--- src/rtl/fir_stream_ctrl.sv ---
// Sequencing controller for the 32-tap FIR: issues one sample at a time, captures the
// result a fixed latency later, buffers results in a small FIFO, and zero-flushes on disable.
module fir_stream_ctrl #(
  parameter int DW      = 16,
  parameter int TAPS    = 32,
  parameter int FIR_LAT = 5,
  parameter int DEPTH   = 4
) (
  input  logic          clk,
  input  logic          reset,
  input  logic          enable,
  input  logic          bypass,
  input  logic [DW-1:0] s_data,
  input  logic          s_valid,
  output logic          s_ready,
  output logic [DW-1:0] fir_x,
  output logic          fir_x_valid,
  input  logic [DW-1:0] fir_y,
  input  logic          fir_y_valid,
  output logic [DW-1:0] m_data,
  output logic          m_valid,
  input  logic          m_ready,
  output logic          busy,
  output logic [7:0]    discard_cnt
);

  localparam int AW = $clog2(DEPTH);
  localparam int CW = $clog2(TAPS + FIR_LAT + 1);

  localparam logic [2:0] S_IDLE    = 3'd0;
  localparam logic [2:0] S_ISSUE   = 3'd1;
  localparam logic [2:0] S_WAIT    = 3'd2;
  localparam logic [2:0] S_CAPTURE = 3'd3;
  localparam logic [2:0] S_FLUSH   = 3'd4;
  localparam logic [2:0] S_DRAIN   = 3'd5;

  logic [2:0]    state_q, state_d;
  logic [CW-1:0] cnt_q, cnt_d;
  logic [DW-1:0] fir_x_q, fir_x_d;
  logic          fir_x_valid_q, fir_x_valid_d;
  logic          flush_pending_q, flush_pending_d;
  logic          enable_q, enable_d;
  logic [7:0]    discard_q, discard_d;
  logic [DW-1:0] mem_q [DEPTH];
  logic [DW-1:0] mem_d [DEPTH];
  logic [AW-1:0] wr_ptr_q, wr_ptr_d;
  logic [AW-1:0] rd_ptr_q, rd_ptr_d;
  logic [AW:0]   count_q, count_d;

  logic          fifo_full_s;
  logic          s_ready_s;
  logic          accept_s;
  logic          push_s;
  logic          pop_s;
  logic [DW-1:0] push_data_s;
  logic          enable_fall_s;

  assign fifo_full_s   = (count_q == (AW+1)'(DEPTH));
  assign s_ready_s     = ~reset & (state_q == S_IDLE) & enable & ~flush_pending_q & ~fifo_full_s;
  assign accept_s      = s_valid & s_ready_s;
  assign pop_s         = (count_q != '0) & m_ready;
  assign enable_fall_s = enable_q & ~enable;

  // Sequencer: issue, fixed-latency capture, and the flush/drain sequence.
  always_comb begin
    state_d         = state_q;
    cnt_d           = cnt_q;
    fir_x_d         = fir_x_q;
    fir_x_valid_d   = 1'b0;
    flush_pending_d = flush_pending_q | enable_fall_s;
    enable_d        = enable;
    discard_d       = discard_q;
    push_s          = 1'b0;
    push_data_s     = fir_y;
    case (state_q)
      S_IDLE: begin
        if (flush_pending_q) begin
          state_d         = S_FLUSH;
          flush_pending_d = enable_fall_s;
          cnt_d           = CW'(TAPS - 1);
          fir_x_d         = '0;
          fir_x_valid_d   = 1'b1;
        end else if (accept_s) begin
          if (bypass) begin
            push_s      = 1'b1;
            push_data_s = s_data;
          end else begin
            state_d       = S_ISSUE;
            fir_x_d       = s_data;
            fir_x_valid_d = 1'b1;
          end
        end else begin
          state_d = S_IDLE;
        end
      end
      S_ISSUE: begin
        if (FIR_LAT == 1) begin
          state_d = S_CAPTURE;
        end else begin
          state_d = S_WAIT;
          cnt_d   = CW'(FIR_LAT - 1);
        end
      end
      S_WAIT: begin
        cnt_d = cnt_q - CW'(1);
        if (cnt_q == CW'(1)) begin
          state_d = S_CAPTURE;
        end else begin
          state_d = S_WAIT;
        end
      end
      S_CAPTURE: begin
        state_d = S_IDLE;
        if (fir_y_valid) begin
          push_s      = 1'b1;
          push_data_s = fir_y;
        end else if (discard_q != 8'hFF) begin
          discard_d = discard_q + 8'd1;
        end else begin
          discard_d = discard_q;
        end
      end
      S_FLUSH: begin
        fir_x_d = '0;
        if (cnt_q == '0) begin
          state_d = S_DRAIN;
          cnt_d   = CW'(FIR_LAT - 1);
        end else begin
          cnt_d         = cnt_q - CW'(1);
          fir_x_valid_d = 1'b1;
        end
      end
      S_DRAIN: begin
        if (cnt_q == '0) begin
          state_d = S_IDLE;
        end else begin
          cnt_d = cnt_q - CW'(1);
        end
      end
      default: begin
        state_d = S_IDLE;
      end
    endcase
  end

  // Output FIFO bookkeeping; pointers wrap naturally since DEPTH is a power of two.
  always_comb begin
    mem_d    = mem_q;
    wr_ptr_d = wr_ptr_q;
    rd_ptr_d = rd_ptr_q;
    count_d  = count_q;
    if (push_s) begin
      mem_d[wr_ptr_q] = push_data_s;
      wr_ptr_d        = wr_ptr_q + AW'(1);
    end else begin
      wr_ptr_d = wr_ptr_q;
    end
    if (pop_s) begin
      rd_ptr_d = rd_ptr_q + AW'(1);
    end else begin
      rd_ptr_d = rd_ptr_q;
    end
    case ({push_s, pop_s})
      2'b10:   count_d = count_q + (AW+1)'(1);
      2'b01:   count_d = count_q - (AW+1)'(1);
      default: count_d = count_q;
    endcase
  end

  // State and datapath registers.
  always_ff @(posedge clk or posedge reset) begin
    if (reset) begin
      state_q         <= S_IDLE;
      cnt_q           <= '0;
      fir_x_q         <= '0;
      fir_x_valid_q   <= 1'b0;
      flush_pending_q <= 1'b0;
      enable_q        <= 1'b0;
      discard_q       <= 8'd0;
      wr_ptr_q        <= '0;
      rd_ptr_q        <= '0;
      count_q         <= '0;
      for (int i = 0; i < DEPTH; i++) mem_q[i] <= '0;
    end else begin
      state_q         <= state_d;
      cnt_q           <= cnt_d;
      fir_x_q         <= fir_x_d;
      fir_x_valid_q   <= fir_x_valid_d;
      flush_pending_q <= flush_pending_d;
      enable_q        <= enable_d;
      discard_q       <= discard_d;
      wr_ptr_q        <= wr_ptr_d;
      rd_ptr_q        <= rd_ptr_d;
      count_q         <= count_d;
      for (int i = 0; i < DEPTH; i++) mem_q[i] <= mem_d[i];
    end
  end

  assign s_ready     = s_ready_s;
  assign fir_x       = fir_x_q;
  assign fir_x_valid = fir_x_valid_q;
  assign m_data      = mem_q[rd_ptr_q];
  assign m_valid     = (count_q != '0);
  assign busy        = (state_q != S_IDLE);
  assign discard_cnt = discard_q;

endmodule

--- config.mk ---
export PLATFORM = sky130hd
export DESIGN_NAME = fir_stream_ctrl
export DESIGN_NICKNAME = d
export VERILOG_FILES = /design/src/rtl/fir_stream_ctrl.sv
export SDC_FILE = /design/constraint.sdc
export NUM_CORES = 1
export LEC_CHECK = 0
export ABC_AREA = 1
export BUFFER_PORTS_ARGS = -buffer_cell sky130_fd_sc_hd__buf_2
export CAP_MARGIN = 20
export CORE_ASPECT_RATIO = 0.8
export CORE_MARGIN = 4
export CORE_UTILIZATION = 40
export DETAILED_ROUTE_END_ITERATION = 8
export PLACE_DENSITY = 0.6
export SETUP_SLACK_MARGIN = 0.5
export SYNTH_ARGS = -nofsm -noshare
export SYNTH_HDL_FRONTEND = slang
export SYNTH_SLANG_ARGS = --single-unit
--- constraint.sdc ---
create_clock -name clk -period 4.3 [get_ports clk]
set_clock_uncertainty 0.05 [all_clocks]
set_input_delay 0.43 -clock clk [delete_from_list [all_inputs] [get_ports clk]]
set_output_delay 0.43 -clock clk [all_outputs]
set_load 0.1 [all_outputs]
==> run_summary.xml <==
<?xml version="1.0" encoding="UTF-8"?>
<metrics>
  <group name="run_status">
    <metric name="run_status" unit="">complete, no violations</metric>
  </group>
  <group name="placement">
    <metric name="dpl.hpwl" unit="um">10670</metric>
    <metric name="detailed_place.area" unit="um2">6108</metric>
    <metric name="post_place_worst_slack" unit="ps">1172</metric>
    <metric name="placement.io_buffers" unit="">82</metric>
    <metric name="place.detailed.instances" unit="">974</metric>
    <metric name="routabilityCongestion" unit="">0.8164</metric>
  </group>
  <group name="power_and_ir_drop">
    <metric name="ir_drop" unit="uV">519.4</metric>
    <metric name="internal-power" unit="W">0.001669</metric>
    <metric name="switching_power" unit="W">0.001602</metric>
    <metric name="report.power.total" unit="W">0.003271</metric>
    <metric name="leakage" unit="nW">3.515</metric>
    <metric name="power.density_cell_area" unit="nW/um2">512.9</metric>
    <metric name="p_comb_share" unit="%">44.6</metric>
    <metric name="switching_share" unit="%">48.97</metric>
    <metric name="power.share.sequential" unit="%">32.1</metric>
    <metric name="clock_power_share" unit="%">23.3</metric>
  </group>
  <group name="timing">
    <metric name="period_share" unit="%">69.20</metric>
    <metric name="slew_headroom" unit="%">27.23</metric>
    <metric name="max_slew.worst_pin.slew" unit="ps">1090</metric>
    <metric name="slew_violations" unit="">0</metric>
    <metric name="grt_setup_unrepaired" unit="">false</metric>
    <metric name="final_hold_viol_count" unit="">0</metric>
    <metric name="timing.final.crit_period" unit="ps">2976</metric>
    <metric name="worst_slack" unit="ps">1324</metric>
    <metric name="max_clock_freq" unit="GHz">0.3360</metric>
    <metric name="setup_viol" unit="">0</metric>
    <metric name="setup_tns_final" unit="ps">0</metric>
  </group>
  <group name="setup_path">
    <metric name="path_buf_inv" unit="">2</metric>
    <metric name="slowest_stage" unit="">sky130_fd_sc_hd__inv_1</metric>
    <metric name="cp.required" unit="ps">3820</metric>
    <metric name="cp_max_fo" unit="">33</metric>
    <metric name="ff2ff_path_depth" unit="">10</metric>
    <metric name="r2r-end" unit="">count_q[1]</metric>
    <metric name="worst_setup_path_end_kind" unit="">output port</metric>
    <metric name="worst_path_dominant_cell_family" unit="">buffers and inverters</metric>
    <metric name="start_kind" unit="">flop</metric>
    <metric name="reg2reg_setup_slack" unit="ps">1670</metric>
    <metric name="slowest_delay" unit="ps">780</metric>
    <metric name="worst_ep_arrival_time" unit="ps">2500</metric>
    <metric name="critical_path.cell_chain" unit="">inv_1 &gt; o21ai_0 &gt; o22ai_1 &gt; buf_2</metric>
    <metric name="critical_path.reg2reg.startpoint" unit="">state_q[0]</metric>
    <metric name="path_class" unit="">reg -&gt; out</metric>
  </group>
  <group name="clock_tree">
    <metric name="clock_latency" unit="ps">350</metric>
    <metric name="cts_tree" unit="">done</metric>
    <metric name="cts_hold_repair.buffers" unit="">0</metric>
    <metric name="cts_resized" unit="">0</metric>
    <metric name="numCtsBuffers" unit="">9</metric>
    <metric name="htree_num_levels" unit="">3</metric>
    <metric name="clock_sinks" unit="">107</metric>
    <metric name="cts.reportedPaths.clkPinSlew" unit="ps">70</metric>
    <metric name="clk_path_buf_depth" unit="">2</metric>
    <metric name="post_cts_buffers" unit="">0</metric>
    <metric name="root_buffer_selected_by_cts" unit="">sky130_fd_sc_hd__clkbuf_16</metric>
  </group>
  <group name="yosys">
    <metric name="syn-mean-instance-area" unit="um2">7.500</metric>
    <metric name="synth_seq_cells" unit="">107</metric>
    <metric name="post_synth_instance_area" unit="um2">5595</metric>
    <metric name="synth_cell_types" unit="">30</metric>
    <metric name="synth_simple_gate_area_share" unit="%">33.74</metric>
    <metric name="post-synth-top-area-cell" unit="">sky130_fd_sc_hd__dfrtp_1</metric>
    <metric name="synthAdderAreaFrac" unit="%">2.147</metric>
    <metric name="synth_top_family_by_area" unit="">simple AND/OR/NAND/NOR gates</metric>
    <metric name="ys.warnings.count" unit="">0</metric>
    <metric name="yosysTopAreaCellShare" unit="%">47.85</metric>
    <metric name="sequential_share_of_the_synthesized_area" unit="%">47.85</metric>
    <metric name="xor_and_xnor_fraction_of_the_mapped_netlist_area" unit="%">1.878</metric>
    <metric name="synth.area.top_cells" unit="">sky130_fd_sc_hd__dfrtp_1, sky130_fd_sc_hd__nand2_1, sky130_fd_sc_hd__nand3_1</metric>
    <metric name="multiplexer_area_fraction_after_synthesis" unit="%">0</metric>
    <metric name="share_of_the_synthesized_area_in_compound_gates_ao_oa_aoi_oai" unit="%">8.184</metric>
    <metric name="synth.net_count" unit="">794</metric>
    <metric name="synthCells" unit="">746</metric>
  </group>
  <group name="final_layout">
    <metric name="stdcell_area" unit="um2">6377</metric>
    <metric name="syn_to_final_growth" unit="%">13.98</metric>
    <metric name="filler_cell_count_in_the_final_layout" unit="">1356</metric>
    <metric name="layoutNonFillerInstCount" unit="">990</metric>
    <metric name="post_route_cells_drive_above_1_share" unit="%">14.69</metric>
    <metric name="antenna_cells" unit="">0</metric>
    <metric name="layout.nets" unit="">854</metric>
  </group>
  <group name="global_route">
    <metric name="overflow" unit="">0</metric>
    <metric name="total_routing_usage_reported_by_global_routing" unit="%">20.17</metric>
    <metric name="globalRouteMet2Util" unit="%">32.75</metric>
    <metric name="antenna_found_initial" unit="">0</metric>
    <metric name="globalRouteMet1Util" unit="%">27.88</metric>
    <metric name="grt_most_used_layer" unit="">met2</metric>
    <metric name="globalRouteMet3Util" unit="%">4.149</metric>
    <metric name="first_global_vias" unit="">4953</metric>
    <metric name="largest_net_degree_at_the_start_of_global_routing" unit="">58</metric>
    <metric name="global_route_wire_length_before_repair" unit="um">25700</metric>
  </group>
  <group name="floorplanning">
    <metric name="die_width" unit="um">140.2</metric>
    <metric name="chipHeight" unit="um">113.8</metric>
    <metric name="initial_utilization" unit="%">41.00</metric>
    <metric name="num_rows" unit="">38</metric>
    <metric name="design.portCount" unit="">83</metric>
    <metric name="core_region_area" unit="um2">13650</metric>
    <metric name="die_area" unit="um2">15960</metric>
  </group>
  <group name="route">
    <metric name="wl_per_cell" unit="um">15.74</metric>
    <metric name="finalWirelength" unit="um">15590</metric>
    <metric name="detailedRoute.firstIterationViolations" unit="">528</metric>
    <metric name="detailedRoute.firstPassIterationCount" unit="">5</metric>
    <metric name="detail_route.vias_per_cell" unit="">5.198</metric>
    <metric name="routed-via-count" unit="">5146</metric>
    <metric name="ant_nets" unit="">0</metric>
    <metric name="drc" unit="">0</metric>
  </group>
  <group name="worst_hold_path">
    <metric name="holdPathEnd" unit="">enable_q</metric>
    <metric name="hold_start" unit="">enable</metric>
    <metric name="hold_depth" unit="">1</metric>
    <metric name="hold_class" unit="">in -&gt; reg</metric>
  </group>
  <group name="flow_run">
    <metric name="number_of_max_cap_violations" unit="">0</metric>
  </group>
</metrics>
-- cells in the final DEF, fill, tap and decap left out, drive strengths merged, types with 5 or more instances in the layout --
cell | netlist | final
nor2 | 56 | 56
xor2 | 10 | 10
o22ai | 16 | 16
nor3 | 5 | 5
nand2 | 293 | 293
inv | 41 | 40
clkbuf | 19 | 11
ha | 8 | 8
buf | 20 | 88
dfrtp | 107 | 107
o21ai | 64 | 64
nand3 | 92 | 92
a21oi | 6 | 6
-- registers in the layout, indices dropped and copies added (netlist names) --
register	cells
state_q	3
mem_q	64
flush_pending_q	1
count_q	3
cnt_q	6
fir_x_valid	1
discard_cnt	8
enable_q	1
fir_x	16
wr_ptr_q	2
rd_ptr_q	2
-- worst max path at each step --
stage                start    endpoint  slack, ps  depth (start not counted)
3_3_place_gp        bypass  count_q[1]       1320                         10
6_report       rd_ptr_q[0]  m_data[15]       1320                          4
2_1_floorplan        reset  count_q[2]        340                         16
3_5_place_dp        bypass  count_q[1]       1170                         10
5_1_grt        rd_ptr_q[0]  m_data[15]       1140                          4
4_1_cts        rd_ptr_q[0]  m_data[15]       1330                          4
-- logic make-up (layout without fill, tap and decap cells) --
| group | count (synthesis) | count (layout) |
|---|---|---|
| flops | 107 | 107 |
| compound gates | 87 | 87 |
| buf+inv | 81 | 145 |
| fa+ha+maj | 9 | 9 |
| xor+xnor | 12 | 12 |
| simple gates | 450 | 450 |
-- metal layers --
| layer | vias to the layer above | wire [um] |
|---|---|---|
| met3 | 16 | 935 |
| li1 | 2508 | - |
| met4 | 0 | 208 |
| met1 | 2481 | 7104 |
| met2 | 141 | 7339 |
| met5 | - | 0 |
-- power groups by stage --
| stage | clock, W | sequential [W] | combinational [W] |
|---|---|---|---|
| 4_1_cts | 0.000783 | 0.00105 | 0.00146 |
| 2_1_floorplan | 0 | 0.00107 | 0.00117 |
| 6_report | 0.000764 | 0.00105 | 0.00146 |
| 3_3_place_gp | 0 | 0.00107 | 0.00145 |
| 3_5_place_dp | 0 | 0.00107 | 0.00146 |
| 5_1_grt | 0.000828 | 0.00105 | 0.00154 |
-- synthesized netlist by cell type, drive strengths merged --
library cell    n
o22ai          16
nand3          92
nand4           3
inv            41
clkbuf         19
nand3b          1
o211ai          1
nor3            5
ha              8
fa              1
o21ai          64
nor2           56
xor2           10
clkinv          1
xnor2           2
buf            20
dfrtp         107
a21oi           6
nand2         293
-- worst reg2reg max path: cells and delay by family, from the launching register on --
kind,cells,cell delay [ps]
AO/OA/AOI/OAI,1,150
AND/OR/NAND/NOR,5,1120
flip-flops,1,470
buffers and inverters,2,160
adder cells (fa/ha/maj),2,600
-- layout make-up --
cell class              count  area, um2  share of cell area (%)
flip-flops and latches    107       2678                   41.99
multi-input cells         558       2596                   40.71
repair buffers             88      455.4                   7.141
clock buffers              11      232.7                   3.649
well taps                 180      225.2                   3.531
inverters                  42      161.4                   2.531
clock inverters             4      28.78                  0.4512
-- per-stage QoR --
| stage | util (%) | hold slack, ps |
|---|---|---|
| after floorplan | - | 386.6 |
| after global placement | 44.76 | 399.7 |
| after detailed placement | 44.76 | 403.1 |
| after CTS | 46.68 | 160.0 |
| after global routing | 46.74 | 161.0 |
| final | 46.74 | 169.2 |
Power figures use the tool's default switching activity.
